$ cat src/rtl/seg_walker_fsm.sv
// Multi-channel segmented walker FSM: climb chain, fall/trap region, optional
// timed trap escape and a saturating lap counter per channel, plus a legality invariant.
module seg_walker_fsm #(
  parameter int NCH       = 2,
  parameter int DEPTH     = 2,
  parameter int SW        = 8,
  parameter int TRAP_WAIT = 3,
  parameter int ESCAPE    = 0,
  parameter int CW        = 4
) (
  input  logic              clock,
  input  logic              reset,
  input  logic [NCH-1:0]    i,
  input  logic [NCH-1:0]    en,
  input  logic [NCH-1:0]    clr,
  output logic [NCH*SW-1:0] state,
  output logic [NCH-1:0]    o,
  output logic [NCH-1:0]    trapped,
  output logic [NCH*CW-1:0] laps,
  output logic              prop
);

  localparam int DW = $clog2(TRAP_WAIT + 1);

  typedef enum logic [SW-1:0] {
    IDLE   = SW'(0),
    STEP_1 = SW'(1),
    LAST   = SW'(DEPTH),
    FALL   = SW'(DEPTH + 1),
    TRAP   = SW'(DEPTH + 2)
  } walk_t;

  logic [SW-1:0] st [NCH];
  logic [DW-1:0] dw [NCH];
  logic [CW-1:0] lp [NCH];

  for (genvar c = 0; c < NCH; c++) begin : g_ch
    always_ff @(posedge clock or posedge reset) begin
      if (reset) begin
        st[c] <= '0;
        dw[c] <= '0;
        lp[c] <= '0;
      end else if (clr[c]) begin
        st[c] <= IDLE;
        dw[c] <= '0;
      end else if (en[c]) begin
        case (st[c])
          IDLE: begin
            st[c] <= i[c] ? STEP_1 : IDLE;
            dw[c] <= '0;
          end
          LAST: begin
            st[c] <= STEP_1;
            dw[c] <= '0;
            if (lp[c] != '1)
              lp[c] <= lp[c] + CW'(1);
          end
          FALL: begin
            st[c] <= TRAP;
            dw[c] <= '0;
          end
          TRAP: begin
            if (ESCAPE != 0) begin
              if (dw[c] == DW'(TRAP_WAIT - 1)) begin
                st[c] <= IDLE;
                dw[c] <= '0;
              end else begin
                dw[c] <= dw[c] + DW'(1);
              end
            end
          end
          default: begin
            // Remaining codes are either intermediate climb steps or unreachable encodings.
            if (st[c] < LAST)
              st[c] <= i[c] ? st[c] + SW'(1) : FALL;
            else
              st[c] <= IDLE;
            dw[c] <= '0;
          end
        endcase
      end
    end

    assign state[c*SW +: SW] = st[c];
    assign laps[c*CW +: CW]  = lp[c];
    assign o[c]              = (st[c] == IDLE);
    assign trapped[c]        = (st[c] == TRAP);
  end

  always_comb begin
    prop = 1'b1;
    for (int unsigned c = 0; c < NCH; c++)
      prop = prop & (st[c] <= TRAP) & (dw[c] <= DW'(TRAP_WAIT - 1));
  end

  a_prop: assert property (@(posedge clock) disable iff (reset) prop);

endmodule
$ cat config.mk
export PLATFORM = sky130hd
export DESIGN_NAME = seg_walker_fsm
export DESIGN_NICKNAME = d
export VERILOG_FILES = /design/src/rtl/seg_walker_fsm.sv
export SDC_FILE = /design/constraint.sdc
export NUM_CORES = 1
export LEC_CHECK = 0
export ABC_CLOCK_PERIOD_IN_PS = 2350
export BUFFER_PORTS_ARGS = -buffer_cell sky130_fd_sc_hd__buf_2
export CORE_MARGIN = 10
export CORE_UTILIZATION = 52
export DETAILED_ROUTE_END_ITERATION = 12
export HOLD_SLACK_MARGIN = 0.02
export PLACE_DENSITY = 0.79
export SLEW_MARGIN = 30
export SYNTH_ARGS = -nofsm -noshare
export SYNTH_HDL_FRONTEND = slang
export SYNTH_SLANG_ARGS = --single-unit
$ cat constraint.sdc
create_clock -name clock -period 2.35 [get_ports clock]
set_input_delay 0.1175 -clock clock [delete_from_list [all_inputs] [get_ports clock]]
set_output_delay 0.1175 -clock clock [all_outputs]
set_load 0.03 [all_outputs]
# [After elaboration in Yosys (flattened, before gate mapping)]
# Cells that the tools add are included.
[word_totals] reg_bits=28 in_bits=8 out_inout_bits=29 word_cells=57
[op_classes] addsub=4 order_cmp=6 eq_ne=10 muxes=18 bitwise=5 reduce_logical=8
[ops] op="$mux 8" count=8
[ops] op="$pmux 8 s4" count=2
[ops] op="$eq 8x2->1 const B" count=4
[ops] op="$add 8x1->8 const B" count=2
[ops] op="$eq 8x3->1 const B" count=2
[ops] op="$le 8x3->1 const B" count=2
[ops] op="$logic_not 8->1" count=2
[ops] op="$lt 8x2->1 const B" count=2
[ops] op="$mux 2" count=6
[ops] op="$add 4x1->4 const B" count=2
[ops] op="$ne 4x4->1 const B" count=2
[ops] op="$reduce_and 4->1" count=2
[ops] op="$le 2x2->1 const B" count=2
[ops] op="$ne 2x2->1 const B" count=2
[ops] op="$reduce_and 2->1" count=2
[ops] op="$reduce_bool 2->1" count=2
[ops] op="$and 1x1->1" count=3
[ops] op="$mux 1" count=2
[ops] op="$not 1->1" count=2

# [Longest topological paths before layout]
# Gate-level depths: netlist of the first run.
[logic_depth] word_depth=6 mapped_depth=6 depth_no_buf=6

# [Worst setup path before layout of the first run]
# No wires, ideal clock.
[synth_timing] path_kind="reg2out" start="register st (netlist bit state[6])" end="output port prop" arrival_ns=2.551 required_time_ns=2.233 setup_slack_ns=-0.319 path_stages_with_launch=4 path_buffers=0 path_cell_list="dfrtp_1 -> or4_4 -> nor4_1 -> o21a_1"
[synth_via] elab_chain_cells=4
[synth_lines] element="from (decl)" line="33" rtl="logic [SW-1:0] st [NCH];"
[synth_lines] element="from (signal, indexed assignment)" line="49" rtl="st[c] <= i[c] ? STEP_1 : IDLE;"
[synth_lines] element="from (signal, indexed assignment)" line="75" rtl="st[c] <= i[c] ? st[c] + SW'(1) : FALL;"
[synth_lines] element="$le 8x3->1" line="93" rtl="prop = prop & (st[c] <= TRAP) & (dw[c] <= DW'(TRAP_WAIT - 1));"
[synth_lines] element="$and 1x1->1 (3 in series)" line="93"
[synth_lines] element="to (decl)" line="20" rtl="output logic prop"
# No other way between the ends.

# [Worst setup path in the final report of the first run]
[layout_timing] start="register st (netlist bit state[10])" end="output port prop"
[layout_via] elab_chain_cells=3
[layout_lines] element="$le 8x3->1" line="93"
[layout_lines] element="$and 1x1->1 (2 in series)" line="93"
# No other way between the ends.

==> run metrics, run 1 <==
Worst Path Required=approximately 2.2 ns; DR iter-0 viols=99; antenna cells=0; Die Span Y=just over 70 um; Avg Cell Area, Syn=~11 sq um; CTS tree=done; Reg clk slew, reported paths=about 0.14 ns; Cell Area, Synth=0.001384 sq mm; reg-to-reg slack, setup=~0.37 ns; fmax=between 400 and 500 MHz; TritonCTS Sinks=24; Die ar.=0.005124 sq mm; Setup crit start kind=register; Post-CTS Setup Inserts=0; core area=around 0.0025 sq mm; worst-skew pair later-pin latency=between 0.3 and 0.4 ns; worst-path maximum fanout=10; GRT Overall Usage=roughly 12%; VDD IR-drop max=about 430 uV; Setup CP Type=reg2out; Starting Density=between 50% and 60%; Num CTS Buffers=3; H-tree levels=1; FP Rows=18; Post-synth EDFFs=0; CP top delay family=flip-flops; FF-to-FF End=state[8]; r2r startpoint=state[8]; synth warn=0; antenna violations before repair=0; most instantiated cells after synthesis=dfrtp_1 (24), ha_1 (10), inv_1 (9); placed cells=about 190; layout net count=between 150 and 200; PD cells=approximately 560 mW/mm^2; Via Count=between 1000 and 1500; Die X=between 70 and 80 um; area leader, netlist=dfrtp_1; vias in the first global route=around 1200; Final Hold Viols=0; share of layout cells above drive strength 1=33.93%; Buffers & Inverters on Critical Path=1; Final TNS setup=0 ns; Critical Path Max Stage Delay=~0.57 ns; residual DRC count=0; largest net degree at the start of global routing=25; clk buf depth=2; Worst Tran Pin Value=0.5858 ns; ys flop type=dfrtp_1; CP Depth=4; Port Buf Inserts=36; antenna-violating nets left=0; Synth Register Bits=24; Synth cell types=46; final setup fails=0; Tcrit/Tclk final=a little over nine tenths; Detailed Place HPWL=~2400 um; reg2reg path depth=6; DRT Wirelength=roughly 3200 um; Syn Inst Count=between 100 and 150; cts repair resizes=0; Max Cap Viol=0; post-layout min period=between 2 and 2.5 ns; min-delay worst type=in2reg; fillers=200; crit path capture type=output port; hold buffers post-CTS=1; RSZ-0062 raised after global routing=false; first-pass GRT wire length=5499 um; Synthesized Nets=~150; Critical Path Sink=prop; asr flop ratio synth=100.0%; top cell type's share of synthesized area=~43%; Placer Congestion=between 0.8 and 0.9; Vias/cell=approximately 6; clock root cell=clkbuf_4; slowest CP cell=dfrtp_1; synth-to-layout area growth=18.26%; final slew viol count=0; IO Pins=37; Lkg Pwr=0.8281 nW; Avg WL per Cell=between 15 and 20 um; data arrival time of the critical path=between 2 and 2.5 ns; Max-slew headroom=roughly three fifths; GRT Residual Overflow=0; Cell Count, Final, Fillers Out=just under 200; critical path launch point=state[10]; Worst Skew=0.008670 ns; top-count cell post-synth=dfrtp_1; drt first pass iters=4; Area contributors post-synth=dfrtp_1 (43%), ha_1 (9.0%), xnor2_1 (3.2%), and2_1 (2.7%), inv_1 (2.4%); status=finished, final reports clean; post-synthesis sequential area ratio=~43%; worst-path cell chain=or3b_2 -> a211oi_1 -> o21a_1 -> buf_2
-- report_power, final --
group | internal [mW] | switching [mW] | leakage [nW] | total, mW
sequential | 0.441 | 0.0378 | 0.330 | 0.479
combinational | 0.0791 | 0.144 | 0.477 | 0.223
clock | 0.0946 | 0.128 | 0.0210 | 0.223
-- placed cells by master, fill, tap and decap left out, types with 2 or more instances in the layout --
cell / netlist / routed
o21ai_0: 4 / 4
nand4_1: 2 / 2
buf_2: 2 / 36
clkbuf_4: 0 / 3
a41oi_1: 2 / 2
and3_1: 3 / 3
nand2b_1: 2 / 2
dfrtp_1: 24 / 24
or4_4: 2 / 2
inv_1: 9 / 8
nor2_1: 7 / 7
a31oi_1: 3 / 3
a21oi_1: 6 / 6
ha_1: 10 / 10
nand3_1: 5 / 5
nand2_1: 5 / 5
and2_1: 6 / 6
nor3_1: 3 / 3
nor4_1: 3 / 2
xnor2_1: 5 / 5
-- flip-flops by register name (all words and copies together) (netlist names) --
register	flops
laps	8
state	16
-- worst min-delay path by stage --
stage	startpoint	to	slack (ns)	cells after the start
final	clr[0]	state[2]	0.03	2
after global routing	clr[0]	state[0]	0.04	2
after CTS	clr[0]	state[2]	0.03	2
after detailed placement	reset	laps[3]	0.36	2
after global placement	reset	laps[3]	0.36	2
after floorplan	reset	laps[0]	0.13	1
-- through the flow --
stage          setup slack [ns]  instance area, sq um  total power [mW]  util, %  hold WS [ns]
2_1_floorplan           0.07302                  1390            0.6340        -        0.1321
3_3_place_gp             0.4933                  1590            0.6997    63.61        0.3561
3_5_place_dp             0.3953                  1590            0.7099    63.61        0.3623
4_1_cts                  0.1397                  1637            0.9303    65.47       0.03294
5_1_grt                 0.05854                  1637            0.9700    65.47       0.03851
6_report                 0.1389                  1637            0.9241    65.47       0.03053
-- cell type report --
class | instances | area [sq um] | area share [%]
clock buffers | 4 | 36.28 | 2.217
inverters | 9 | 33.78 | 2.064
well taps | 30 | 37.54 | 2.294
repair buffers | 38 | 197.7 | 12.08
flip-flops and latches | 24 | 600.6 | 36.70
multi-input cells | 93 | 730.7 | 44.65
-- cells by family after synthesis --
| family | after synthesis | synth area share, % |
|---|---|---|
| muxes | 2 | 1.898 |
| buffers and inverters | 13 | 4.249 |
| AOI/OAI and AO/OA | 27 | 15.92 |
| and+or+nand+nor | 48 | 21.70 |
| DFF | 24 | 43.40 |
| xor gates and xnor gates | 6 | 3.797 |
| adders and majority gates | 10 | 9.042 |
-- per-layer routing --
| layer | global-route usage, % | vias to the layer above | share of wire [%] |
|---|---|---|---|
| li1 | - | 554 | - |
| met2 | 20.98 | 41 | 47 |
| met3 | 3.168 | 4 | 5.8 |
| met5 | 0 | - | 0 |
| met4 | 3.226 | 0 | 1.1 |
| met1 | 15.47 | 572 | 46 |
(Power assumes the default switching activity.)
==> inputs of run 2 (changes only) <==
==> config.mk (replaced) <==
export PLATFORM = sky130hd
export DESIGN_NAME = seg_walker_fsm
export DESIGN_NICKNAME = d
export VERILOG_FILES = /design/src/rtl/seg_walker_fsm.sv
export SDC_FILE = /design/constraint.sdc
export NUM_CORES = 1
export LEC_CHECK = 0
export ABC_CLOCK_PERIOD_IN_PS = 2350
export BUFFER_PORTS_ARGS = -buffer_cell sky130_fd_sc_hd__buf_4
export CELL_PAD_IN_SITES_DETAIL_PLACEMENT = 1
export CELL_PAD_IN_SITES_GLOBAL_PLACEMENT = 1
export CORE_MARGIN = 10
export CORE_UTILIZATION = 39
export DETAILED_ROUTE_END_ITERATION = 12
export HOLD_SLACK_MARGIN = 0.02
export PLACE_DENSITY_LB_ADDON = 0.1
export SLEW_MARGIN = 20
export SYNTH_ARGS = -nofsm -noshare
export SYNTH_HDL_FRONTEND = slang
export SYNTH_SLANG_ARGS = --single-unit
==> run metrics, run 2 (synthesis results as in run 1) <==
status=finished, final reports clean; placed cells=about 210; DR WL met2=between 1500 and 2000 um; Worst Path Required=roughly 2.2 ns; DRT Wirelength=~3600 um; GRT Overall Usage=a little under an eighth; Num CTS Buffers=3; min-delay worst type=in2async; antenna-violating nets left=0; Die X=79.57 um; DR iter-0 viols=33; residual DRC count=0; Port Buf Inserts=36; Sw Share=33.38%; first-pass GRT wire length=about 6200 um; CTS tree=done; synth-to-layout area growth=25.95%; Final WS setup=around 0.13 ns; largest net degree at the start of global routing=25; Placer Congestion=around 0.76; H-tree levels=1; Lkg Pwr=about 0.84 nW; drt first pass iters=4; vias in the first global route=between 1000 and 1500; PD cells=slightly above 500 mW/mm^2; Avg WL per Cell=between 15 and 20 um; Final Hold Viols=0; Worst Skew=0.005669 ns; share of layout cells above drive strength 1=between 30% and 40%; Die ar.=between 0.006 and 0.007 sq mm; top layer reached by signal wires=met4; VDD IR-drop max=between 200 and 300 uV; Final TNS setup=0 ns; Reg power frac=between 50% and 60%; Reg clk slew, reported paths=roughly 0.13 ns; fmax=449.7 MHz; clock root cell=clkbuf_4; layout net count=between 150 and 200; Setup CP Type=reg2out; Cell Count, Final, Fillers Out=about 210; Starting Density=40.83%; RSZ-0062 raised after global routing=false; worst-skew pair later-pin latency=a little over 0.3 ns; post-layout min period=2.224 ns; crit path capture type=output port; cts repair resizes=0; leading cell type in the layout, fill and taps excluded=buf_4; Via Count=about 1100; antenna cells=0; Layout Utilization=around half; data arrival time of the critical path=roughly 2.1 ns; Int Power=601.6 uW; IO Pins=37; Clk pwr share=19.6%; combinational power share=between 20% and 30%; antenna violations before repair=0; final setup fails=0; max FFs per register=16; worst-path maximum fanout=10; Post-CTS Setup Inserts=0; Die Span Y=79.57 um; most frequent cells in the layout=buf_4 (37), dfrtp_1 (24), ha_1 (10); Max Cap Viol=0; Tcrit/Tclk final=94.64%; met1 WL=around 1600 um; core area=approximately 0.0034 sq mm; GRT Residual Overflow=0; final slew viol count=0; routed wl met3=288 um; Setup crit start kind=register; FP Rows=21; clk buf depth=2; Detailed Place HPWL=around 2800 um; Vias/cell=~5.3; switching power total=approximately 300 uW; TritonCTS Sinks=24; Worst Tran Pin Value=a little over 0.9 ns; Total Power=roughly 900 uW; Max-slew headroom=a little under two fifths; Post-Place Setup Slack=between 0.3 and 0.4 ns; fillers=around 380
[run 2: cell count changes in the layout (fill, tap and decap cells not counted)]
cell	delta
buf_2	-36
buf_4	+36
clkbuf_8	-1
dlygate4sd3_1	+1
inv_1	+1
inv_2	-1
[run 2: routing by layer]
metal,up-vias,GRT usage [%]
met2,28,19.66
met5,-,0
met1,561,13.86
li1,550,-
met3,4,4.617
met4,0,3.405
[run 2: layout make-up]
type / instances / area (sq um) / area share (%)
Timing Repair Buffer: 39 / 297.8 / 17.09
Multi-Input combinational cell: 93 / 730.7 / 41.92
Sequential cell: 24 / 600.6 / 34.46
Inverter: 9 / 33.78 / 1.938
Clock buffer: 3 / 22.52 / 1.292
Tap cell: 46 / 57.56 / 3.302
[run 2: final timing paths]
path	startpoint	to	slack (ns)	depth (start not counted)
setup / recovery	state[10]	prop	0.13	4
hold reg to reg	laps[3]	laps[3]	0.52	1
hold / removal	reset	laps[1]	0.002	2
max in group asynchronous	reset	state[5]	1.78	2
setup reg to reg	state[8]	state[8]	0.30	6
min in group clock	en[0]	state[0]	0.12	3
[run 2: repair_timing]
item / CTS / global route
endpoints found under the setup margin: 0 / 0
endpoints found under the hold margin: 5 / 0
hold buffers: 2 / 0
[run 2: power by group through the flow]
stage | Sequential, mW | Combinational (mW) | Clock [mW]
floorplan | 0.536 | 0.0976 | 0
global route | 0.486 | 0.270 | 0.207
CTS | 0.479 | 0.253 | 0.188
finish | 0.479 | 0.247 | 0.177
detailed placement | 0.487 | 0.249 | 0
global placement | 0.485 | 0.243 | 0
[run 2: stage by stage]
step | instance area (sq um) | hold slack, ns
floorplan | 1390 | 0.1321
global placement | 1700 | 0.3501
detailed placement | 1700 | 0.3562
CTS | 1743 | 0.03687
global route | 1743 | 0.06829
finish | 1743 | 0.002398
[run 2: worst max-delay path, cell delays in order, from the launching register on]
cell,delay (ns)
dfrtp_1,0.60
or3b_2,0.56
a211oi_1,0.31
o21a_1,0.17
buf_4,0.15
